[config.mk]
export PLATFORM = sky130hd
export DESIGN_NAME = fifo2axi_wr_bridge
export DESIGN_NICKNAME = d
export VERILOG_FILES = /design/src/rtl/fifo2axi_bridge_pkg.sv /design/src/rtl/fifo2axi_burst_calc.sv /design/src/rtl/fifo2axi_wr_bridge.sv
export SDC_FILE = /design/constraint.sdc
export NUM_CORES = 1
export LEC_CHECK = 0
export CAP_MARGIN = 20
export CORE_AREA = 2 2 150 152
export CTS_BUF_LIST = sky130_fd_sc_hd__clkbuf_16
export CTS_CLUSTER_SIZE = 24
export DETAILED_ROUTE_END_ITERATION = 7
export DIE_AREA = 0 0 152 154
export PLACE_DENSITY = 0.66
export SKIP_LAST_GASP = 1
export SYNTH_ARGS = -nofsm -noshare
export SYNTH_HDL_FRONTEND = slang
export SYNTH_SLANG_ARGS = --single-unit
export TNS_END_PERCENT = 30
[constraint.sdc]
create_clock -name clock -period 10.6 [get_ports clock]
set_input_delay 2.12 -clock clock [delete_from_list [all_inputs] [get_ports clock]]
set_output_delay 2.12 -clock clock [all_outputs]
set_load 0.05 [all_outputs]
[src/rtl/fifo2axi_bridge_pkg.sv]
// Shared types, AXI constants and 4 KB boundary helper for the FIFO-to-AXI4 write bridge.
package fifo2axi_bridge_pkg;

  typedef enum logic [1:0] {
    ST_IDLE   = 2'd0,
    ST_AW     = 2'd1,
    ST_W      = 2'd2,
    ST_WAIT_B = 2'd3
  } state_e;

  localparam logic [1:0] AXI_BURST_INCR = 2'b01;
  localparam logic [1:0] AXI_RESP_OKAY  = 2'b00;
  localparam int unsigned BOUNDARY_BYTES = 4096;

  // Beats of 2**bytes_lg2 bytes left before the next 4 KB boundary.
  function automatic logic [12:0] beats_to_4k(input logic [11:0] addr_lo,
                                              input int unsigned bytes_lg2);
    logic [12:0] bytes_left;
    bytes_left = 13'(BOUNDARY_BYTES) - {1'b0, addr_lo};
    return bytes_left >> bytes_lg2;
  endfunction

endpackage

[src/rtl/fifo2axi_burst_calc.sv]
// Burst size = min(remaining, MAX_BURST, beats to 4 KB boundary); awlen = size - 1.
module fifo2axi_burst_calc
  import fifo2axi_bridge_pkg::*;
#(
  parameter int unsigned CNT_WIDTH = 16,
  parameter int unsigned MAX_BURST = 16,
  parameter int unsigned BYTES_LG2 = 4
) (
  input  logic [11:0]          addr_lo,
  input  logic [CNT_WIDTH-1:0] remaining,
  output logic [8:0]           size,
  output logic [7:0]           len
);

  logic [12:0] to_4k;

  always_comb begin
    to_4k = beats_to_4k(addr_lo, BYTES_LG2);
    size  = 9'(MAX_BURST);
    if (13'(size) > to_4k) size = 9'(to_4k);
    if (32'(size) > 32'(remaining)) size = 9'(remaining);
    len = (size == 9'd0) ? 8'd0 : 8'(size - 9'd1);
  end

endmodule

[src/rtl/fifo2axi_wr_bridge.sv]
// FIFO-to-AXI4 write bridge: splits a command into INCR bursts, streams FIFO beats, tracks B responses.
module fifo2axi_wr_bridge
  import fifo2axi_bridge_pkg::*;
#(
  parameter int unsigned DATA_WIDTH      = 128,
  parameter int unsigned ADDR_WIDTH      = 32,
  parameter int unsigned ID_WIDTH        = 4,
  parameter int unsigned AWID_VALUE      = 0,
  parameter int unsigned MAX_BURST       = 16,
  parameter int unsigned MAX_OUTSTANDING = 4,
  parameter int unsigned CNT_WIDTH       = 16
) (
  input  logic                    clock,
  input  logic                    reset,
  input  logic                    cmd_valid,
  output logic                    cmd_ready,
  input  logic [ADDR_WIDTH-1:0]   cmd_addr,
  input  logic [CNT_WIDTH-1:0]    cmd_beats,
  output logic                    done,
  output logic                    err,
  input  logic                    fifo_empty,
  output logic                    fifo_rd_en,
  input  logic [DATA_WIDTH-1:0]   fifo_rd_data,
  output logic [ID_WIDTH-1:0]     awid,
  output logic [ADDR_WIDTH-1:0]   awaddr,
  output logic [7:0]              awlen,
  output logic [2:0]              awsize,
  output logic [1:0]              awburst,
  output logic                    awvalid,
  input  logic                    awready,
  output logic [DATA_WIDTH-1:0]   wdata,
  output logic [DATA_WIDTH/8-1:0] wstrb,
  output logic                    wlast,
  output logic                    wvalid,
  input  logic                    wready,
  input  logic [ID_WIDTH-1:0]     bid,
  input  logic [1:0]              bresp,
  input  logic                    bvalid,
  output logic                    bready
);

  localparam int unsigned BYTES     = DATA_WIDTH / 8;
  localparam int unsigned BYTES_LG2 = $clog2(BYTES);
  localparam int unsigned OUT_W     = 4;
  localparam logic [ADDR_WIDTH-1:0] LOW_MASK = ADDR_WIDTH'(BYTES - 1);

  state_e                state_q, state_d;
  logic [ADDR_WIDTH-1:0] addr_q, addr_d;
  logic [CNT_WIDTH-1:0]  rem_q, rem_d, rem_left;
  logic [8:0]            size_q, calc_size;
  logic [7:0]            len_q, calc_len, beat_q;
  logic [OUT_W-1:0]      out_q, out_after_b;
  logic                  cmd_ready_q, done_q, err_q;
  logic                  cmd_hs, aw_hs, w_hs, wl_hs, b_hs;
  logic                  unused_bid;

  assign unused_bid  = ^bid;
  assign cmd_hs      = cmd_valid & cmd_ready_q;
  assign aw_hs       = awvalid & awready;
  assign w_hs        = wvalid & wready;
  assign wl_hs       = w_hs & wlast;
  assign b_hs        = bvalid & bready;
  assign rem_left    = rem_q - CNT_WIDTH'(size_q);
  assign out_after_b = out_q - OUT_W'(b_hs);

  // Sized from the next address/count so len_q is valid in the first AW cycle.
  fifo2axi_burst_calc #(
    .CNT_WIDTH (CNT_WIDTH),
    .MAX_BURST (MAX_BURST),
    .BYTES_LG2 (BYTES_LG2)
  ) u_burst_calc (
    .addr_lo   (addr_d[11:0]),
    .remaining (rem_d),
    .size      (calc_size),
    .len       (calc_len)
  );

  always_ff @(posedge clock) begin
    if (reset) state_q <= ST_IDLE;
    else       state_q <= state_d;
  end

  always_comb begin
    state_d = state_q;
    case (state_q)
      ST_IDLE:   if (cmd_hs && cmd_beats != '0) state_d = ST_AW;
      ST_AW:     if (awready) state_d = ST_W;
      ST_W: begin
        if (wl_hs) begin
          if (rem_left == '0)                              state_d = ST_WAIT_B;
          else if (out_after_b < OUT_W'(MAX_OUTSTANDING)) state_d = ST_AW;
          else                                             state_d = ST_WAIT_B;
        end
      end
      ST_WAIT_B: begin
        if (rem_q != '0) begin
          if (b_hs) state_d = ST_AW;
        end else if (out_after_b == '0) begin
          state_d = ST_IDLE;
        end
      end
      default:   state_d = ST_IDLE;
    endcase
  end

  always_comb begin
    awvalid    = 1'b0;
    wvalid     = 1'b0;
    wlast      = 1'b0;
    fifo_rd_en = 1'b0;
    bready     = (out_q != '0);
    case (state_q)
      ST_AW: awvalid = 1'b1;
      ST_W: begin
        wvalid     = ~fifo_empty;
        wlast      = (beat_q == len_q);
        fifo_rd_en = wvalid & wready;
      end
      default: ;
    endcase
  end

  always_comb begin
    addr_d = addr_q;
    rem_d  = rem_q;
    if (cmd_hs) begin
      addr_d = cmd_addr & ~LOW_MASK;
      rem_d  = cmd_beats;
    end else if (wl_hs) begin
      addr_d = addr_q + (ADDR_WIDTH'(size_q) << BYTES_LG2);
      rem_d  = rem_left;
    end
  end

  always_ff @(posedge clock) begin
    if (reset) begin
      addr_q      <= '0;
      rem_q       <= '0;
      size_q      <= '0;
      len_q       <= '0;
      beat_q      <= '0;
      out_q       <= '0;
      cmd_ready_q <= 1'b0;
      done_q      <= 1'b0;
      err_q       <= 1'b0;
    end else begin
      addr_q      <= addr_d;
      rem_q       <= rem_d;
      size_q      <= calc_size;
      len_q       <= calc_len;
      cmd_ready_q <= (state_d == ST_IDLE);
      done_q      <= (cmd_hs && cmd_beats == '0) ||
                     (state_q != ST_IDLE && state_d == ST_IDLE);
      if (aw_hs)     beat_q <= '0;
      else if (w_hs) beat_q <= beat_q + 8'd1;
      case ({aw_hs, b_hs})
        2'b10:   out_q <= out_q + OUT_W'(1);
        2'b01:   out_q <= out_q - OUT_W'(1);
        default: out_q <= out_q;
      endcase
      // err is sticky for the whole command, cleared only by the next accepted one.
      if (cmd_hs)                              err_q <= 1'b0;
      else if (b_hs && bresp != AXI_RESP_OKAY) err_q <= 1'b1;
    end
  end

  assign cmd_ready = cmd_ready_q;
  assign done      = done_q;
  assign err       = err_q;
  assign awid      = ID_WIDTH'(AWID_VALUE);
  assign awaddr    = addr_q;
  assign awlen     = len_q;
  assign awsize    = 3'(BYTES_LG2);
  assign awburst   = AXI_BURST_INCR;
  assign wdata     = fifo_rd_data;
  assign wstrb     = '1;

endmodule

## Word level (Yosys, flattened, before mapping)

Cells that the tools add are included.

| storage, ports and cells | value |
|---|---|
| word-level logic and storage cells | 76 |
| output and inout bits | 201 |
| register bits after elaboration | 82 |

| operators by class | value |
|---|---|
| muxes and demuxes | 20 |
| order comparisons | 3 |
| bitwise logic cells | 7 |
| reduce and logical (&&, ||, !) cells | 21 |
| equal/unequal tests | 6 |
| add/sub/neg operators | 8 |

Operators by type and width:

| operator | count |
|---|---|
| 32-bit two-way mux | 2 |
| 32-bit by 13-bit adder with 32-bit output | 1 |
| 16-bit zero test | 2 |
| 16-bit two-way mux | 2 |
| 16-bit nonzero test | 2 |
| 9-bit two-way mux | 2 |
| 9-bit by 16-bit > comparator with 1-bit output | 1 |
| 2-bit two-way mux | 8 |
| 16-bit by 9-bit subtractor with 16-bit output | 1 |
| 13-bit by 12-bit subtractor with 13-bit output (first input constant) | 1 |
| 5-bit by 9-bit > comparator with 1-bit output (first input constant) | 1 |
| 9-bit zero test | 1 |
| 8-bit by 1-bit adder with 8-bit output (second input constant) | 1 |
| 8-bit equality test | 1 |
| 2-bit one-hot mux with 4 select lines | 1 |
| 4-bit one-hot mux with 2 select lines | 1 |
| 2-bit nonzero test | 4 |
| 8-bit by 1-bit subtractor with 8-bit output (second input constant) | 1 |
| 1-bit bitwise AND | 6 |
| 2-bit equality test (second input constant) | 3 |
| 2-bit OR reduction | 3 |
| 4-bit by 1-bit adder with 4-bit output (second input constant) | 1 |
| 2-bit by 1-bit equality test with 1-bit output (second input constant) | 2 |
| 1-bit logical AND | 4 |
| 9 further kinds | 13 |

## Depth between registers and ports, before layout

Gate-level depths: netlist (run 1).

| depth | value |
|---|---|
| depth in word-level cells | 13 |
| mapped depth | 25 |

## Hierarchy

Synthesis (run 1) repeated with hierarchy kept, for this count alone.

| unflattened totals | value |
|---|---|
| cell total of the unflattened synthesis | 855 |
| area, all modules | 6836.6 sq um |

Modules (own cells, without submodules):

| module | sequential area each (sq um) | area each (sq um) | cells each | times used |
|---|---|---|---|---|
| fifo2axi_wr_bridge | 1641.6 | 6024.5 | 741 | 1 |
| fifo2axi_burst_calc | 0.0 | 812.0 | 114 | 1 |

## Worst setup path after synthesis (run 1)

No wires, ideal clock.

| path | value |
|---|---|
| path kind | input to register |
| start point | input port fifo_empty |
| end point | register len_q[2], in the netlist awlen[2] |
| stages on the path | 21 |
| required time | 10527 ps |
| path slack | 3036 ps |
| library setup time | 73 ps |
| arrival time | 7492 ps |
| cells stage by stage | nor3b_2 > and2_2 > buf_6 > and4_4 > mux2_2 > mux2i_1 > a21oi_1 > nor3_1 > ha_1 > nand3_1 > nor3_1 > a221o_1 > a221oi_1 > nand4_1 > nor2_2 > mux2_2 > ha_1 > and3_1 > and3_1 > a221o_4 > nor3b_2 |

| on the way | value |
|---|---|
| longest elaborated chain between the ends | 13 |

Ends and longest elaborated chain:

| element | RTL line | text |
|---|---|---|
| start: declaration | fifo2axi_wr_bridge.sv:21 | `input logic fifo_empty,` |
| 1-bit NOT * | fifo2axi_wr_bridge.sv:115 | `wvalid = ~fifo_empty;` |
| 1-bit two-way mux * | fifo2axi_wr_bridge.sv:112 | `case (state_q)` |
| 1-bit bitwise AND * | fifo2axi_wr_bridge.sv:60 | `assign w_hs = wvalid & wready;` |
| 1-bit bitwise AND * | fifo2axi_wr_bridge.sv:61 | `assign wl_hs = w_hs & wlast;` |
| 32-bit two-way mux | fifo2axi_wr_bridge.sv:129 | `end else if (wl_hs) begin` |
| 32-bit two-way mux | fifo2axi_wr_bridge.sv:126 | `if (cmd_hs) begin` |
| 13-bit by 12-bit subtractor with 13-bit output | fifo2axi_bridge_pkg.sv:19 | `bytes_left = 13'(BOUNDARY_BYTES) - {1'b0, addr_lo};` |
| 5-bit by 9-bit > comparator with 1-bit output | fifo2axi_burst_calc.sv:20 | `if (13'(size) > to_4k) size = 9'(to_4k);` |
| 9-bit two-way mux | fifo2axi_burst_calc.sv:20 |  |
| 9-bit by 16-bit > comparator with 1-bit output | fifo2axi_burst_calc.sv:21 | `if (32'(size) > 32'(remaining)) size = 9'(remaining);` |
| 9-bit two-way mux * | fifo2axi_burst_calc.sv:21 |  |
| parallel branches: the longest is 2 deep, another holds 8-bit by 1-bit subtractor with 8-bit output | - |  |
| end signal: assignment | fifo2axi_wr_bridge.sv:150 | `len_q <= calc_len;` |
| end: declaration | fifo2axi_wr_bridge.sv:51 | `logic [7:0] len_q, calc_len, beat_q;` |

Mark *: on every way between the ends. The select of a mux whose other input is x is not followed.
A chain may end at the register's enable or synchronous reset.

## Final worst setup path (run 1)

| path | value |
|---|---|
| start point | input port fifo_empty |
| end point | register len_q[6], in the netlist awlen[6] |

The elaborated chain is that of the path after synthesis.

==> results.md, run 1 <==
- DRC Markers: 0
- Die X: 152 um
- Initial DRT Pass Iterations: 5
- Highest-count cells in the layout ignoring fill and taps: clkdlybuf4s50_1, nor2_1, dfxtp_1
- Worst r2r src: awaddr[4]
- Cell count of the worst reg-to-reg path: 22
- FFs w/ async S/R, synth: 0%
- Post-CTS Setup Bufs: 0
- Initial antenna violation count: 0
- Final Skew: 8.805 ps
- Fin crit period: 8068 ps
- Diodes inserted: 0
- Critical path buffers and inverters: 2
- Hold_ws: 490.4 ps
- Port bufs: 100
- H-tree Lvls: 3
- Rows: 54
- Mean post-synth cell area: around 8 um^2
- Fmax: 123.9 MHz
- I/O pin cnt: 390
- Clk sinks: 82
- Sequential share of the synthesized area: approximately a quarter
- Iter 0 DRT Violations: 319
- Share of cells above drive strength 1: 6.939%
- Top Family by Delay on Critical Path: simple AND/OR/NAND/NOR gates
- Initial core utilization: 31.03%
- Hold Path Origin: awaddr[3]
- Largest net degree at the start of global routing: 84
- Mapped cell area: 6729 um^2
- Crit path max fanout: 23
- Final wirelength: 18.01 mm
- Hold Vio Cnt, Final: 0
- Utilization after layout: 33.57%
- Num CTS Buffers: 9
- HPWL after DPL: 13.80 mm
- Top post-synthesis cells by area: dfxtp_1, buf_4, ha_1, nor2_1, xor2_1
- Relative slew slack: between 30% and 40%
- Crit path arrival time: 8330 ps
- Crit Path Class: in2reg
- Post-synth EDFFs: 0
- Worst path cell trace: clkdlybuf4s50_1 > nor3b_2 > and2_2 > nand4_2 > buf_4 > or3_1 > a31oi_1 > o2111ai_2 > nor3_1 > ha_1 > nand3_1 > nor3_1 > a221o_1 > a221oi_1 > nand4_1 > nor2_2 > mux2_2 > ha_1 > and3_1 > and3_1 > a221o_4 > a21oi_1
- Register bit count reported by yosys: 82
- Kind of end point of the critical path: register
- Root Driver: clkbuf_16
- Synth top area share: around a quarter
- HP Class: reg2reg
- Yosys cell types: 80
- Gpl congestion: 0.8777
- Synthesis-to-finish area growth: 8.200%
- Peak VDD IR: 0.07512 mV
- Synth area leader: dfxtp_1
- Pwr Density: approximately 160 nW/um^2
- Tcrit/Tclk final: 76.11%
- Clock latency on the worst-skew pair: between 300 and 400 ps
- Via count: roughly 5500
- Die area: 23410 um^2
- Worst-Margin Slew: 947.4 ps
- Vias per inst: 5.047
- Most common cell after layout, fill and taps aside: clkdlybuf4s50_1
- CP max stage delay: 510 ps
- Fill count: 2285
- Hold-fix buffers, CTS: 0
- GRT Util Overall: 15.03%
- Critical Path Start Type: primary input
- Total design power: about 1.2 mW
- Avg WL per Cell: 16.57 um
- Critical-path top delay cell: nor3_1
- Final #Nets: 1028
- Max-cap violations: 0
- Slew Limit Fails: 0
- Die H: roughly 150 um
- FF-to-FF End: awlen[6]
- PostCTS Resize Cnt: 0
- Status: complete, no violations
- Top_reg_cell synth: dfxtp_1
- GRT overflow: 0
- Area of the core: 21690 um^2
- Maximum clock path buffer count: 2
- Hold depth: 1
- R2r setup slk: 4060 ps
- Clock transition at the registers of the reported paths: 60 ps
- Vias in the first global route: about 5300
- Unrepaired setup endpoints after global routing: no
- Yosys warnings: 0
- CTS tree: done
- Routed Antenna Nets: 0
- Min-Delay Endpoint: awaddr[3]
- CP required: about 11000 ps
- Setup TNS: 0 ps
- Leak: slightly below 3 nW
- Final setup vio count: 0
- Global-route wire length before repair: around 28 mm
- Synth Instances: 837
cell usage after synthesis (3+ instances only):
library cell,number
or3_1,9
nand2b_1,9
xor2_1,33
mux2i_1,16
xnor2_1,23
a211o_1,3
o21a_1,9
a31o_2,3
or4_1,4
inv_1,25
and4_1,4
nor4_1,10
dfxtp_1,82
and2_1,7
o21ai_0,25
a21oi_1,42
buf_1,6
a311oi_1,4
or2_2,6
clkbuf_1,12
nand3_1,15
a21o_1,7
a31oi_1,7
a211oi_1,15
a211oi_2,3
ha_1,34
fa_1,3
buf_4,154
o31a_1,3
nor2b_1,5
and3_1,19
buf_6,3
nor3_1,17
o211ai_1,3
nor2_1,93
nand4_1,14
nand2_1,53
flip-flops by register name, summed over array words and instances (netlist names), 2 cells and up:
register / flops
awaddr: 32
awlen: 8
beat_q: 8
size_q: 9
rem_q: 16
state_q: 2
out_q: 4
through the flow:
step	std cells	setup slack (ps)	area (um^2)
after floorplan	864	3036	6830
after detailed placement	1071	2223	6947
after CTS	1087	2558	7281
final	1087	2532	7281
after global placement	1071	2276	6947
after global routing	1087	2101	7281
worst max path at each step:
stage,start,end,slack [ps],cells past startpoint
floorplan,fifo_empty,awlen[2],3040,21
global placement,fifo_empty,awlen[0],2280,22
detailed placement,fifo_empty,awlen[6],2220,22
CTS,fifo_empty,awlen[6],2560,22
global route,fifo_empty,awlen[3],2100,22
finish,fifo_empty,awlen[6],2530,22
routing by layer:
metal | routed length [um] | share of wire (%) | track usage [%]
met5 | 0 | 0 | 0
met4 | 431 | 2.4 | 5.429
met3 | 941 | 5.2 | 3.326
met2 | 8640 | 48 | 25.59
met1 | 8001 | 44 | 18.65
report_power, final:
part           internal, mW  switching [mW]
clock                 0.228           0.131
sequential            0.335          0.0297
combinational         0.170           0.283
total                 0.733           0.443
worst reg2reg max path, stage by stage, from the launching register on:
cell,delay [ps]
dfxtp_1,370
ha_1,290
fa_1,460
a211oi_1,340
o21a_1,190
nor2_1,50
a2111o_1,390
a2bb2oi_1,220
o2111ai_2,280
nor3_1,510
ha_1,340
nand3_1,120
nor3_1,70
a221o_1,260
a221oi_1,260
nand4_1,280
nor2_2,470
mux2_2,420
ha_1,230
and3_1,140
and3_1,180
a221o_4,410
a21oi_1,170
layout make-up:
type | count | area [um^2] | share of cell area (%)
multi-input combinational | 580 | 3835 | 52.67
sequential | 82 | 1642 | 22.55
timing repair buffer | 104 | 1026 | 14.09
tap | 280 | 350.3 | 4.812
clock buffer | 9 | 225.2 | 3.093
clock inverter | 7 | 108.9 | 1.495
inverter | 25 | 93.84 | 1.289
cells by family after synthesis:
| group | after synthesis | synth area share [%] |
|---|---|---|
| muxes | 18 | 2.715 |
| xor gates and xnor gates | 56 | 7.289 |
| other | 2 | 0.1116 |
| buffers and inverters | 202 | 20.23 |
| AOI/OAI and AO/OA | 148 | 15.34 |
| adders and majority gates | 37 | 7.215 |
| DFF | 82 | 24.40 |
| and+or+nand+nor | 292 | 22.70 |
No activity file was read; power rests on OpenSTA's default activity.
==> run 2: changes to the inputs <==
--- a/config.mk
+++ b/config.mk
@@ -6,12 +6,12 @@
 export NUM_CORES = 1
 export LEC_CHECK = 0
 export CAP_MARGIN = 20
-export CORE_AREA = 2 2 150 152
+export CORE_AREA = 2 2 151 153
 export CTS_BUF_LIST = sky130_fd_sc_hd__clkbuf_16
 export CTS_CLUSTER_SIZE = 24
 export DETAILED_ROUTE_END_ITERATION = 7
-export DIE_AREA = 0 0 152 154
-export PLACE_DENSITY = 0.66
+export DIE_AREA = 0 0 153 155
+export PLACE_DENSITY = 0.65
 export SKIP_LAST_GASP = 1
 export SYNTH_ARGS = -nofsm -noshare
 export SYNTH_HDL_FRONTEND = slang
==> constraint.sdc (replaced) <==
create_clock -name clock -period 8.45 [get_ports clock]
set_input_delay 1.69 -clock clock [delete_from_list [all_inputs] [get_ports clock]]
set_output_delay 1.69 -clock clock [all_outputs]
set_load 0.05 [all_outputs]
==> run 2 against run 1 <==
  * Die area increased by 1.3%
  * Cell count rose by 0.37%
  * Clock power rose by 5.8%
  * Register-to-register slack got worse by 2200 ps
  * Critical endpoint is now awlen[3]
==> results.md, run 2 (synthesis results as in run 1) <==
- Initial core utilization: 30.27% (-0.75 points)
- Die X: 153 um (+0.66%)
- Relative slew slack: 29.11% (-7.7 points)
- P_int: 855.5 uW (+17%)
- DRC Markers: 0 (unchanged)
- Fmax: about 130 MHz
- Unrepaired setup endpoints after global routing: no
- Fill count: 2348 (+2.8%)
- Vias per inst: 5.002 (-0.89%)
- Clk sinks: 82 (unchanged)
- Final setup vio count: 0 (unchanged)
- Clock latency on the worst-skew pair: 340 ps (about the same)
- H-tree Lvls: 3 (unchanged)
- Initial antenna violation count: 0 (unchanged)
- HPWL after DPL: 13.98 mm (+1.3%)
- CP required: 8710 ps (-2150 ps)
- Final wirelength: 18.04 mm (+0.12%)
- Root Driver: clkbuf_16
- FF-to-FF End: awlen[3]
- Tcrit/Tclk final: 88.83%
- Post-CTS Setup Bufs: 0 (unchanged)
- Synthesis-to-finish area growth: 7.363%
- Largest net degree at the start of global routing: 52 (-38%)
- Gpl congestion: 0.9391 (+7.0%)
- Max FFs per register: 32 (unchanged)
- Highest-count cells in the layout ignoring fill and taps: clkdlybuf4s50_1, nor2_1, dfxtp_1
- Die area: 23720 um^2 (+1.3%)
- Leak: 2.889 nW (-0.95%)
- Hold-fix buffers, CTS: 0 (unchanged)
- Worst-Margin Slew: 1063 ps (+115.9 ps)
- PostCTS Resize Cnt: 0 (unchanged)
- Die H: 155 um (+0.65%)
- Placed cell areas: 6945 um^2 (about the same)
- Routed Antenna Nets: 0 (unchanged)
- Critical Path Start Type: primary input
- Pwr Density: 194.1 nW/um^2 (+20%)
- Crit Path Class: in2reg
- Most common cell after layout, fill and taps aside: clkdlybuf4s50_1
- Hold_ws: 492.3 ps (+1.886 ps)
- Crit path arrival time: 7770 ps (-560 ps)
- Final Skew: 6.285 ps (-2.520 ps)
- I/O pin cnt: 390 (unchanged)
- GRT overflow: 0 (unchanged)
- GRT Util Overall: 14.96% (-0.070 points)
- Net Switching: 547.1 uW (+23%)
- Cell count of the worst reg-to-reg path: 22 (unchanged)
- Fin crit period: 7506 ps
- Max-cap violations: 0 (unchanged)
- Clock transition at the registers of the reported paths: 60 ps (about the same)
- Diodes inserted: 0 (unchanged)
- Num CTS Buffers: 9 (unchanged)
- HP Class: reg2reg
- Via count: 5457 (-0.53%)
- Crit path max fanout: 12 (-48%)
- Hold depth: 2 (+1)
- Peak VDD IR: 0.09284 mV (+24%)
- Area of the core: 22230 um^2 (+2.5%)
- Maximum clock path buffer count: 2 (unchanged)
- R2r setup slk: 1900 ps (-2160 ps)
- Total design power: 1.403 mW (+19%)
- Final instance area: 7224 um^2 (-0.77%)
- Status: complete, no violations
- Avg WL per Cell: 16.53 um (-0.24%)
- Hold Path Origin: err
- Min-Delay Endpoint: err
- Iter 0 DRT Violations: 337 (+5.6%)
- Port bufs: 100 (unchanged)
- Worst r2r src: awaddr[4]
- Hold Vio Cnt, Final: 0 (unchanged)
- Rows: 55 (+1.9%)
- Setup TNS: 0 ps (unchanged)
- Vias in the first global route: 5364 (+0.83%)
- Kind of end point of the critical path: register
- Initial DRT Pass Iterations: 8 (+3)
- Slew Limit Fails: 0 (unchanged)
- Clock network fraction of total power: 27.1% (-3.4 points)
- CTS tree: done
- Sw Ratio: 39.01% (+1.3 points)
- Critical Path Start: fifo_empty
- Share of cells above drive strength 1: 6.328% (-0.61 points)
- Global-route wire length before repair: 28.10 mm (-0.51%)
- Final #Nets: 1027 (-0.097%)
- Sequential power share: 32.6% (+1.6 points)
- Gate power share: 40.3% (+1.8 points)
run 2: changes by cell type in the layout (fill, tap and decap cells not counted), sizes merged:
cell,previous run,this run
bufinv,3,1
inv,26,28
buf,5,4
run 2: final cells by class:
cell class / instances / area (um^2) / share of cell area, %
sequential: 82 / 1642 / 22.72
inverter: 25 / 93.84 / 1.299
clock buffer: 9 / 225.2 / 3.117
tap: 285 / 356.6 / 4.936
timing repair buffer: 103 / 1018 / 14.10
clock inverter: 7 / 53.80 / 0.7447
multi-input combinational: 580 / 3835 / 53.08
run 2: stage by stage:
step                setup WS, ps  utilization (%)  std cells
global route               580.3            32.50       1091
finish                     943.9            32.50       1091
CTS                        995.2            32.50       1091
floorplan                   1316                -        864
detailed placement         659.6            31.25       1075
global placement           769.4            31.25       1075
run 2: power groups by stage:
stage / Sequential, mW / Clock, mW / Combinational, mW
finish: 0.458 / 0.380 / 0.565
global placement: 0.466 / 0 / 0.554
CTS: 0.458 / 0.391 / 0.562
global route: 0.462 / 0.407 / 0.614
floorplan: 0.524 / 0 / 0.514
detailed placement: 0.466 / 0 / 0.559
run 2: worst max path at each step:
stage,slack [ps],end,cells past startpoint
6_report,940,awlen[3],21
2_1_floorplan,1320,awlen[2],21
4_1_cts,1000,awlen[3],21
3_5_place_dp,660,awlen[3],21
5_1_grt,580,awlen[3],21
3_3_place_gp,770,awlen[3],21
run 2: critical path, stage by stage:
cell             delay, ps
clkdlybuf4s50_1        420
nor3b_2                230
and2_2                 340
and4_4                 430
mux2_2                 370
mux2i_1                350
a21oi_1                120
nor3_1                 430
ha_1                   340
nand3_1                120
nor3_1                  70
a221o_1                250
a221oi_1               260
nand4_1                280
nor2_2                 480
mux2_2                 430
ha_1                   230
and3_1                 150
and3_1                 180
a221o_4                410
a211oi_2               170
run 2: per-layer routing:
layer	up-vias	wire length, um	track usage, %
li1	2668	-	-
met1	2507	7788	18.20
met2	210	8099	24.17
met3	72	1302	3.621
met4	0	845	8.686
met5	-	0	0
==> edit: new RTL, flow settings as in run 2 <==
Make the reset (`reset`) asynchronous in 2 clocked blocks.
--- a/src/rtl/fifo2axi_wr_bridge.sv
+++ b/src/rtl/fifo2axi_wr_bridge.sv
@@ -76,5 +76,5 @@
   );
 
-  always_ff @(posedge clock) begin
+  always_ff @(posedge clock or posedge reset) begin
     if (reset) state_q <= ST_IDLE;
     else       state_q <= state_d;
@@ -133,5 +133,5 @@
   end
 
-  always_ff @(posedge clock) begin
+  always_ff @(posedge clock or posedge reset) begin
     if (reset) begin
       addr_q      <= '0;
Function: differs if reset is asserted again (counterexample within 4 cycles, from zero or initial values and one cycle with reset high); with reset held inactive, the same outputs for 4 cycles.
==> edit against run 2 <==
  * Wire length fell by 1.9%
  * Clock skew grew 0.0049 ns
  * Sequential share of layout area increased by 5.2 points
  * Core utilization increased by 0.57 points
  * Critical path type unchanged
  * Critical path depth did not move
  * Final area up 1.8%
  * Setup slack better by 0.89 ns
  * Critical endpoint is now awlen[7]
  * First-iteration DRC count down 18%
  * Sequential cell count unchanged
  * Synthesized area increased by 0.56%
Power is not compared: it rests on default switching activity, and its combinational part moved more than twofold at a synthesized area within 25%.
==> edit: results <==
[setup_path]
worst_path_largest_cell_delay_ns = 0.56
cp.arrival_ns = 6.88
cp_top_family = "simple AND/OR/NAND/NOR gates"
timing.critical_path.slowest_stage_cell = "nand4_2"
worstPathMaxFanout = 18

[synthesis]
synth.area.top_cells = "dfrtp_1, buf_4, ha_1"
netlist-cell-type-count = 63
synth_adder_area_share = 0.0717
yosysSeqAreaShare = 0.303
ys.flop_type = "dfrtp_1"
yosys.area_share.xor_xnor = 0.0764
synth.top_cells.by_count = "buf_4, dfrtp_1, nor2_1"
synth_async_sr_flop_share = 1.00
synth_mux_area_frac = 0.0214
synth_compound_gate_area_share = 0.123

[detailed_routing]
first_pass_iters = 5
wl_per_cell_um = 16.6
vias_per_cell = 4.89
dr.first_iter.drc_count = 275

[placed_design]
gp_congestion = 0.866
hpwl_um = 13700

[global_route]
grt_pass1_vias = 5218
grt_pass1_wl_um = 27700
grtUsageTotal = 0.150
grt_start_max_net_pins = 61

[run_status]
outcome = "completed"

[sta]
worstMarginPinSlew_ns = 1.11
worst_clock_skew_ns = 0.0112

[cts]
post_cts_buffers = 0
clk_pin_slew_ns = 0.07

[layout]
max_reg_flops = 32
proportion_of_layout_cells_with_a_drive_suffix_above_1 = 0.0485
design.final.nets = 1006
==> edit: kinds of logic (layout without fill, tap and decap cells) <==
group           count (synthesis)  count (layout)
other cells                     2              29
buf+inv                       207             157
xor+xnor                       59              59
mux                            13              13
compound gates                133             133
flops                          82              82
fa+ha+maj                      37              37
simple gates                  274             274
==> edit: power groups by stage <==
stage / clock, mW / combinational [mW] / sequential [mW]
after detailed placement: 0 / 1.68 / 0.707
after global routing: 0.449 / 1.85 / 0.728
after CTS: 0.437 / 1.69 / 0.703
after global placement: 0 / 1.66 / 0.706
after floorplan: 0 / 1.11 / 0.964
final: 0.427 / 1.68 / 0.703
==> edit: routing by layer <==
metal,vias to the layer above,GRT usage,part of all wire
li1,2515,-,-
met1,2456,0.180,0.43
met2,182,0.244,0.46
met3,73,0.0348,0.058
met4,0,0.0904,0.049
met5,-,0,0
==> edit: metrics by stage <==
stage                     setup WS [ns]  cells   util  instance area, sq um
final                              1.83   1069  0.331                  7350
after global routing               1.44   1069  0.331                  7350
after CTS                          1.85   1069  0.331                  7350
after detailed placement           1.51   1054  0.317                  7040
after global placement             1.57   1054  0.317                  7040
after floorplan                    2.24    834      -                  6870
==> edit: cell type report <==
cell class	instances	area [sq um]
clock buffers	9	225
clock inverters	6	82.6
fillers	2307	14900
inverters	37	140
multi-input cells	545	3460
flip-flops and latches	82	2050
well taps	285	357
repair buffers	105	1040
==> edit: path summary, 6_finish.rpt <==
check	from	to	cells past startpoint	slack [ns]
worst max-delay path	fifo_empty	awlen[7]	21	1.83
worst min-delay path	err	err	2	0.50
worst max register to register	beat_q[3]	awlen[7]	20	2.80
worst min register to register	err	err	2	0.50
max in group asynchronous	reset	rem_q[9]	3	5.61
min in group asynchronous	reset	awaddr[15]	2	1.72
==> edit: tightest hold or removal path: stages (launching register included) <==
cell,delay (ns)
dfrtp_1,0.34
nor2_1,0.05
nor2_1,0.07
